$ cat config.mk
export PLATFORM = sky130hd
export DESIGN_NAME = fc_flatten_loader_flat
export DESIGN_NICKNAME = d
export VERILOG_FILES = /design/src/rtl/fc_flatten_loader_if.sv /design/src/rtl/fc_flatten_loader.sv /design/src/flat_wrapper.sv
export SDC_FILE = /design/constraint.sdc
export NUM_CORES = 1
export LEC_CHECK = 0
export BUFFER_PORTS_ARGS = -buffer_cell sky130_fd_sc_hd__clkbuf_2
export CORE_MARGIN = 10
export CORE_UTILIZATION = 54
export CTS_BUF_LIST = sky130_fd_sc_hd__clkbuf_4 sky130_fd_sc_hd__clkbuf_8
export DETAILED_ROUTE_END_ITERATION = 6
export GPL_ROUTABILITY_DRIVEN = 0
export HOLD_SLACK_MARGIN = 0.03
export PLACE_DENSITY = 0.78
export SLEW_MARGIN = 20
export SYNTH_ARGS = -nofsm -noshare
export SYNTH_HDL_FRONTEND = slang
export SYNTH_SLANG_ARGS = --single-unit
export TNS_END_PERCENT = 20
$ cat constraint.sdc
create_clock -name clk -period 2.96 [get_ports clk]
set_input_delay 0.296 -clock clk [delete_from_list [all_inputs] [get_ports clk]]
set_output_delay 0.296 -clock clk [all_outputs]
set_load 0.005 [all_outputs]
$ cat src/rtl/fc_flatten_loader_if.sv
// Stream-in and FC-side handshake bundle for fc_flatten_loader.
// The slave modport is the loader; the master modport is whatever drives it.
interface fc_flatten_loader_if #(
    parameter int DATA_W = 16
) ();
    logic                     start;
    logic                     in_valid;
    logic                     in_ready;
    logic signed [DATA_W-1:0] in_data;
    logic                     fc_all_end;
    logic                     ex_we;
    logic signed [DATA_W-1:0] ex_value;
    logic [15:0]              ex_addr;
    logic                     fc_enable;
    logic                     busy;
    logic                     done;
    logic [15:0]              sample_cnt;

    modport slave (
        input  start, in_valid, in_data, fc_all_end,
        output in_ready, ex_we, ex_value, ex_addr, fc_enable, busy, done, sample_cnt
    );

    modport master (
        output start, in_valid, in_data, fc_all_end,
        input  in_ready, ex_we, ex_value, ex_addr, fc_enable, busy, done, sample_cnt
    );
endinterface

$ cat src/rtl/fc_flatten_loader.sv
// Flattens pixel-major pooled words into channel-major FC memory, then runs FC to all_end.
// Optional macro FLAT_RELU_EN clamps negative input words to zero before writing.
module fc_flatten_loader #(
    parameter int CHANNELS  = 2,
    parameter int MAP_SIZE  = 7,
    parameter int FLAT_LEN  = 14,
    parameter int BASE_ADDR = 0,
    parameter int DATA_W    = 16
) (
    input logic                clk,
    input logic                reset,
    fc_flatten_loader_if.slave bus
);
    localparam int ADDR_W = 16;
    localparam int CNT_W  = 16;

    typedef enum logic [1:0] {IDLE, LOAD, RUN, FIN} state_t;

    state_t                   state;
    logic [CNT_W-1:0]         acc_cnt;
    logic [CNT_W-1:0]         ch;
    logic [CNT_W-1:0]         pix;
    logic                     vld_p1;
    logic signed [DATA_W-1:0] data_p1;
    logic [ADDR_W-1:0]        addr_p1;
    logic                     fc_enable_q;
    logic                     busy_q;
    logic                     done_q;
    logic [15:0]              sample_cnt_q;
    logic                     in_ready_c;
    logic                     accept;
    logic [ADDR_W-1:0]        addr_c;

    function automatic logic signed [DATA_W-1:0] relu_fn(input logic signed [DATA_W-1:0] x);
`ifdef FLAT_RELU_EN
        return x[DATA_W-1] ? '0 : x;
`else
        return x;
`endif
    endfunction

    assign in_ready_c = (state == LOAD) && (acc_cnt < CNT_W'(FLAT_LEN));
    assign accept     = in_ready_c && bus.in_valid;
    // Channel-major placement; the 16-bit sum is allowed to wrap.
    assign addr_c     = ADDR_W'(BASE_ADDR) + ADDR_W'(ch * CNT_W'(MAP_SIZE)) + pix;

    always_ff @(posedge clk) begin
        if (reset) begin
            state        <= IDLE;
            acc_cnt      <= '0;
            ch           <= '0;
            pix          <= '0;
            vld_p1       <= 1'b0;
            data_p1      <= '0;
            addr_p1      <= '0;
            fc_enable_q  <= 1'b0;
            busy_q       <= 1'b0;
            done_q       <= 1'b0;
            sample_cnt_q <= '0;
        end else begin
            // p1: registered write to FC memory, one cycle after acceptance
            vld_p1 <= accept;
            if (accept) begin
                data_p1 <= relu_fn(bus.in_data);
                addr_p1 <= addr_c;
                acc_cnt <= acc_cnt + CNT_W'(1);
                if (ch == CNT_W'(CHANNELS - 1)) begin
                    ch  <= '0;
                    pix <= pix + CNT_W'(1);
                end else begin
                    ch <= ch + CNT_W'(1);
                end
            end

            done_q <= 1'b0;
            case (state)
                IDLE: begin
                    if (bus.start) begin
                        state   <= LOAD;
                        busy_q  <= 1'b1;
                        acc_cnt <= '0;
                        ch      <= '0;
                        pix     <= '0;
                    end
                end
                LOAD: begin
                    // Wait for the final write to be on the bus before handing over to FC.
                    if (vld_p1 && (acc_cnt == CNT_W'(FLAT_LEN))) begin
                        state       <= RUN;
                        fc_enable_q <= 1'b1;
                    end
                end
                RUN: begin
                    if (bus.fc_all_end) begin
                        state        <= FIN;
                        fc_enable_q  <= 1'b0;
                        done_q       <= 1'b1;
                        sample_cnt_q <= sample_cnt_q + 16'd1;
                    end
                end
                FIN: begin
                    state  <= IDLE;
                    busy_q <= 1'b0;
                end
                default: state <= IDLE;
            endcase
        end
    end

    assign bus.in_ready   = in_ready_c;
    assign bus.ex_we      = vld_p1;
    assign bus.ex_value   = data_p1;
    assign bus.ex_addr    = addr_p1;
    assign bus.fc_enable  = fc_enable_q;
    assign bus.busy       = busy_q;
    assign bus.done       = done_q;
    assign bus.sample_cnt = sample_cnt_q;
endmodule

$ cat src/flat_wrapper.sv
// flat-port wrapper written by rule: the top's interface ports become plain ports
module fc_flatten_loader_flat 
#(
    parameter int CHANNELS  = 2,
    parameter int MAP_SIZE  = 7,
    parameter int FLAT_LEN  = 14,
    parameter int BASE_ADDR = 0,
    parameter int DATA_W    = 16
)
  (clk, reset, bus_start, bus_in_valid, bus_in_data, bus_fc_all_end, bus_in_ready, bus_ex_we, bus_ex_value, bus_ex_addr, bus_fc_enable, bus_busy, bus_done, bus_sample_cnt);
  fc_flatten_loader_if #(.DATA_W(DATA_W)) bus_i ();
  input logic clk;
  input logic reset;
  input wire logic [$bits(bus_i.start)-1:0] bus_start;
  input wire logic [$bits(bus_i.in_valid)-1:0] bus_in_valid;
  input wire logic [$bits(bus_i.in_data)-1:0] bus_in_data;
  input wire logic [$bits(bus_i.fc_all_end)-1:0] bus_fc_all_end;
  output wire logic [$bits(bus_i.in_ready)-1:0] bus_in_ready;
  output wire logic [$bits(bus_i.ex_we)-1:0] bus_ex_we;
  output wire logic [$bits(bus_i.ex_value)-1:0] bus_ex_value;
  output wire logic [$bits(bus_i.ex_addr)-1:0] bus_ex_addr;
  output wire logic [$bits(bus_i.fc_enable)-1:0] bus_fc_enable;
  output wire logic [$bits(bus_i.busy)-1:0] bus_busy;
  output wire logic [$bits(bus_i.done)-1:0] bus_done;
  output wire logic [$bits(bus_i.sample_cnt)-1:0] bus_sample_cnt;
  assign bus_i.start = bus_start;
  assign bus_i.in_valid = bus_in_valid;
  assign bus_i.in_data = bus_in_data;
  assign bus_i.fc_all_end = bus_fc_all_end;
  assign bus_in_ready = bus_i.in_ready;
  assign bus_ex_we = bus_i.ex_we;
  assign bus_ex_value = bus_i.ex_value;
  assign bus_ex_addr = bus_i.ex_addr;
  assign bus_fc_enable = bus_i.fc_enable;
  assign bus_busy = bus_i.busy;
  assign bus_done = bus_i.done;
  assign bus_sample_cnt = bus_i.sample_cnt;
  fc_flatten_loader #(.CHANNELS(CHANNELS), .MAP_SIZE(MAP_SIZE), .FLAT_LEN(FLAT_LEN), .BASE_ADDR(BASE_ADDR), .DATA_W(DATA_W)) u_core (.clk(clk), .reset(reset), .bus(bus_i));
endmodule
==> results.tsv <==
stage	metric	value	unit
critical_path	r2r_cells	11	
yosys	post_synth_main_area_contributors	dfxtp_1 (37%), ha_1 (10%), fa_1 (9.7%)	
floorplan	start_util	54.85	%
pwr	p_leak	3.059	nW
clock_network	htreeDepth	3	
yosys	syn_inst	623	
grt	grt_pass1_vias	4599	
detailed_routing	drt_iter0_drc	336	
yosys	synth_warnings	0	
grt	grt_max_degree	42	
critical_path	start_kind	register	
timing	fin_crit	3.051	ns
clock_network	clkTransAtPathRegs	0.11	ns
placement	dp_hpwl	10090	µm
critical_path	required	3.23	ns
placement	placed_cell_area	6452	µm²
critical_path	arrival	3.32	ns
grt	grt_pass1_wl	21620	µm
detailed_routing	dr_total_vias	4602	
floorplan	core	10180	µm²
timing	finalSetupViolCount	7	
grt	antenna_found_initial	0	
worst_hold_path	hold_class	input port to register	
critical_path	cp-end-kind	register	
floorplan	die_area	14810	µm²
critical_path	path_max_fanout	5	
yosys	yosys_register_bits	102	
detailed_routing	drt-total-wl	13190	µm
grt	grtUsageTotal	17.72	%
detailed_routing	routedWlPerCell	14.94	µm
timing	hold_violations	0	
cells_and_area	fin_area	6785	µm²
yosys	yosysUniqueCellTypes	46	
critical_path	crit_type	register to register	
yosys	synth-edff-count	0	
clock_network	clock-sinks	102	
timing	rsz0062_at_grt	true	
yosys	syn-num-nets	716	
pwr	swShare	32.49	%
clock_network	cts_buffer_depth	2	
grt	met1_usage	20.93	%
detailed_routing	route.detailed.drc	0	
floorplan	num_rows	37	
timing	finalCritPeriodShare	103.1	%
yosys	avgSynthCellArea	8.967	µm²
worst_hold_path	hold_depth	3	
pwr	seqPwrFrac	51.0	%
clock_network	cts-root-buf	clkbuf_8	
grt	grtUsageMet3	4.163	%
cells_and_area	area_growth	21.46	%
timing	maxSlewViolCount	0	
cells_and_area	antenna_cells	0	
pwr	p_int	1.995	mW
timing	clock.fmax	0.3277	GHz
clock_network	hold_buffers	0	
yosys	async_flop_share	0	%
timing	tightest_slew	0.7391	ns
timing	setup_ws	-0.09127	ns
timing	skew	0.01425	ns
pwr	p_comb_share	20.4	%
outcome	violations	setup timing	
grt	grtUsageMet2	30.07	%
yosys	synth_top_area_share	36.55	%
timing	relSlewSlack	50.61	%
cells_and_area	nets	835	
yosys	seq_area_frac_synth	36.55	%
pwr	p_per_area	435.5	nW/µm²
outcome	status	complete, but fails checks	
floorplan	ios	74	
flow_run	max-cap-violations	0	
clock_network	clock_latency	0.38	ns
placement	io_buffers	73	
yosys	synth_area_leader_cell	dfxtp_1	
grt	overflow	0	
grt	grt-busiest-layer	met2	
detailed_routing	avgViaCountPerCell	5.212	
cells_and_area	layout-drive-gt1-share	25.70	%
clock_network	cts_tree	done	
pwr	switchingPower	0.9602	mW
detailed_routing	postRouteAntennaNets	0	
yosys	ys.flop_type	dfxtp_1	
detailed_routing	firstDrtPassIters	5	
timing	tns	-0.3553	ns
clock_network	cts_buffers	9	
floorplan	fp.dieH	121.7	µm
pwr	ir_drop	0.0002386	V
yosys	syn_area	5587	µm²
pwr	p_clk_share	28.6	%
floorplan	die_x	121.7	µm
==> critical path: stages, from the launching register on <==
cell and delay, ns:
dfxtp_2 0.37, inv_4 0.05, fa_1 0.54, inv_1 0.06, fa_1 0.49, ha_4 0.33
nand4_1 0.13, a311oi_2 0.34, o22ai_2 0.17, o21ai_2 0.17, xor2_1 0.08, a32o_1 0.21
==> power by group through the flow <==
stage	clock (mW)	sequential, mW	combinational, mW
floorplan	0	1.54	0.371
global placement	0	1.53	0.570
detailed placement	0	1.54	0.595
CTS	0.860	1.51	0.602
global route	0.920	1.52	0.677
finish	0.846	1.51	0.602
==> sequential cells by signal, indices dropped and copies added (netlist names) <==
register,count
u_core.acc_cnt,16
u_core.bus.ex_addr,16
u_core.bus.ex_value,16
u_core.bus.sample_cnt,16
u_core.ch,16
u_core.pix,16
u_core.state,2
u_core.bus.busy,1
u_core.bus.done,1
u_core.bus.ex_we,1
u_core.bus.fc_enable,1
==> Yosys cell counts (all sizes together) (2+ instances only) <==
master	instances
and3	7
xnor2	37
nor2	59
ha	45
o21a	3
and4	4
clkbuf	11
or3	10
buf	9
a21o	3
o21ai	13
nand4	14
nor3	2
nand2	91
nand2b	2
a41oi	3
and2	15
fa	27
dfxtp	102
xor2	16
mux2i	2
a211oi	6
nand3	14
a21oi	52
inv	57
nor4	8
==> logic make-up (layout without fill, tap and decap cells) <==
logic type,Yosys count,count (layout),share of synthesized area (%)
xor+xnor,53,53,8.309
mux,2,2,0.3584
compound gates,89,89,9.272
flops,102,102,36.55
simple gates,228,228,20.31
buf+inv,77,201,5.442
fa+ha+maj,72,72,19.75
==> layout make-up <==
class                           count  area [µm²]
Fill cell                         763        3400
Multi-Input combinational cell    444        3373
Sequential cell                   102        2056
Timing Repair Buffer              128       778.2
Inverter                           57       221.5
Tap cell                          136       170.2
Clock buffer                        9       123.9
Clock inverter                      7       62.56
==> routing by layer <==
metal | share of wire, % | vias up | wire length, µm
li1 | - | 2281 | -
met1 | 42 | 2169 | 5506
met2 | 49 | 128 | 6435
met3 | 6.6 | 24 | 871
met4 | 2.8 | 0 | 374
met5 | 0 | - | 0
==> cells in the final DEF (no fill, tap or decap), drive strengths merged, types with 27 or more instances in the layout <==
cell | synthesis | final
clkbuf | 11 | 82
nor2 | 59 | 59
ha | 45 | 45
nand2 | 91 | 91
xnor2 | 37 | 37
dfxtp | 102 | 102
fa | 27 | 27
a21oi | 52 | 52
buf | 9 | 55
inv | 57 | 61
==> stage by stage <==
stage / utilization [%] / power [mW] / worst slack (ns) / hold WS, ns / cells
after detailed placement: 63.35 / 2.133 / -0.2096 / 0.4453 / 864
after global routing: 66.62 / 3.113 / -0.2155 / 0.1309 / 883
after global placement: 63.35 / 2.101 / -0.08013 / 0.4371 / 864
after CTS: 66.11 / 2.968 / -0.06043 / 0.1106 / 881
after floorplan: - / 1.910 / -0.04282 / 0.4365 / 623
final: 66.62 / 2.955 / -0.09127 / 0.1253 / 883
==> worst paths after layout <==
path,slack (ns),endpoint,startpoint
setup reg to reg,-0.09,u_core.bus.ex_addr[14]$_SDFFE_PP0N_,u_core.ch[3]$_SDFF_PP0_
hold reg to reg,0.46,u_core.bus.ex_addr[1]$_SDFFE_PP0N_,u_core.bus.ex_addr[1]$_SDFFE_PP0N_
setup / recovery,-0.09,u_core.bus.ex_addr[14]$_SDFFE_PP0N_,u_core.ch[3]$_SDFF_PP0_
hold / removal,0.13,u_core.bus.ex_value[15]$_SDFFE_PP0N_,bus_in_data[15]
==> timing repair <==
action | CTS | global route
setup buffers | 1 | 2
gates resized for setup | 25 | 9
setup endpoints to repair | 7 | 8
cloned | 0 | 0
pin swaps | 15 | 3
Note: power is estimated with default switching activity, not from simulation.
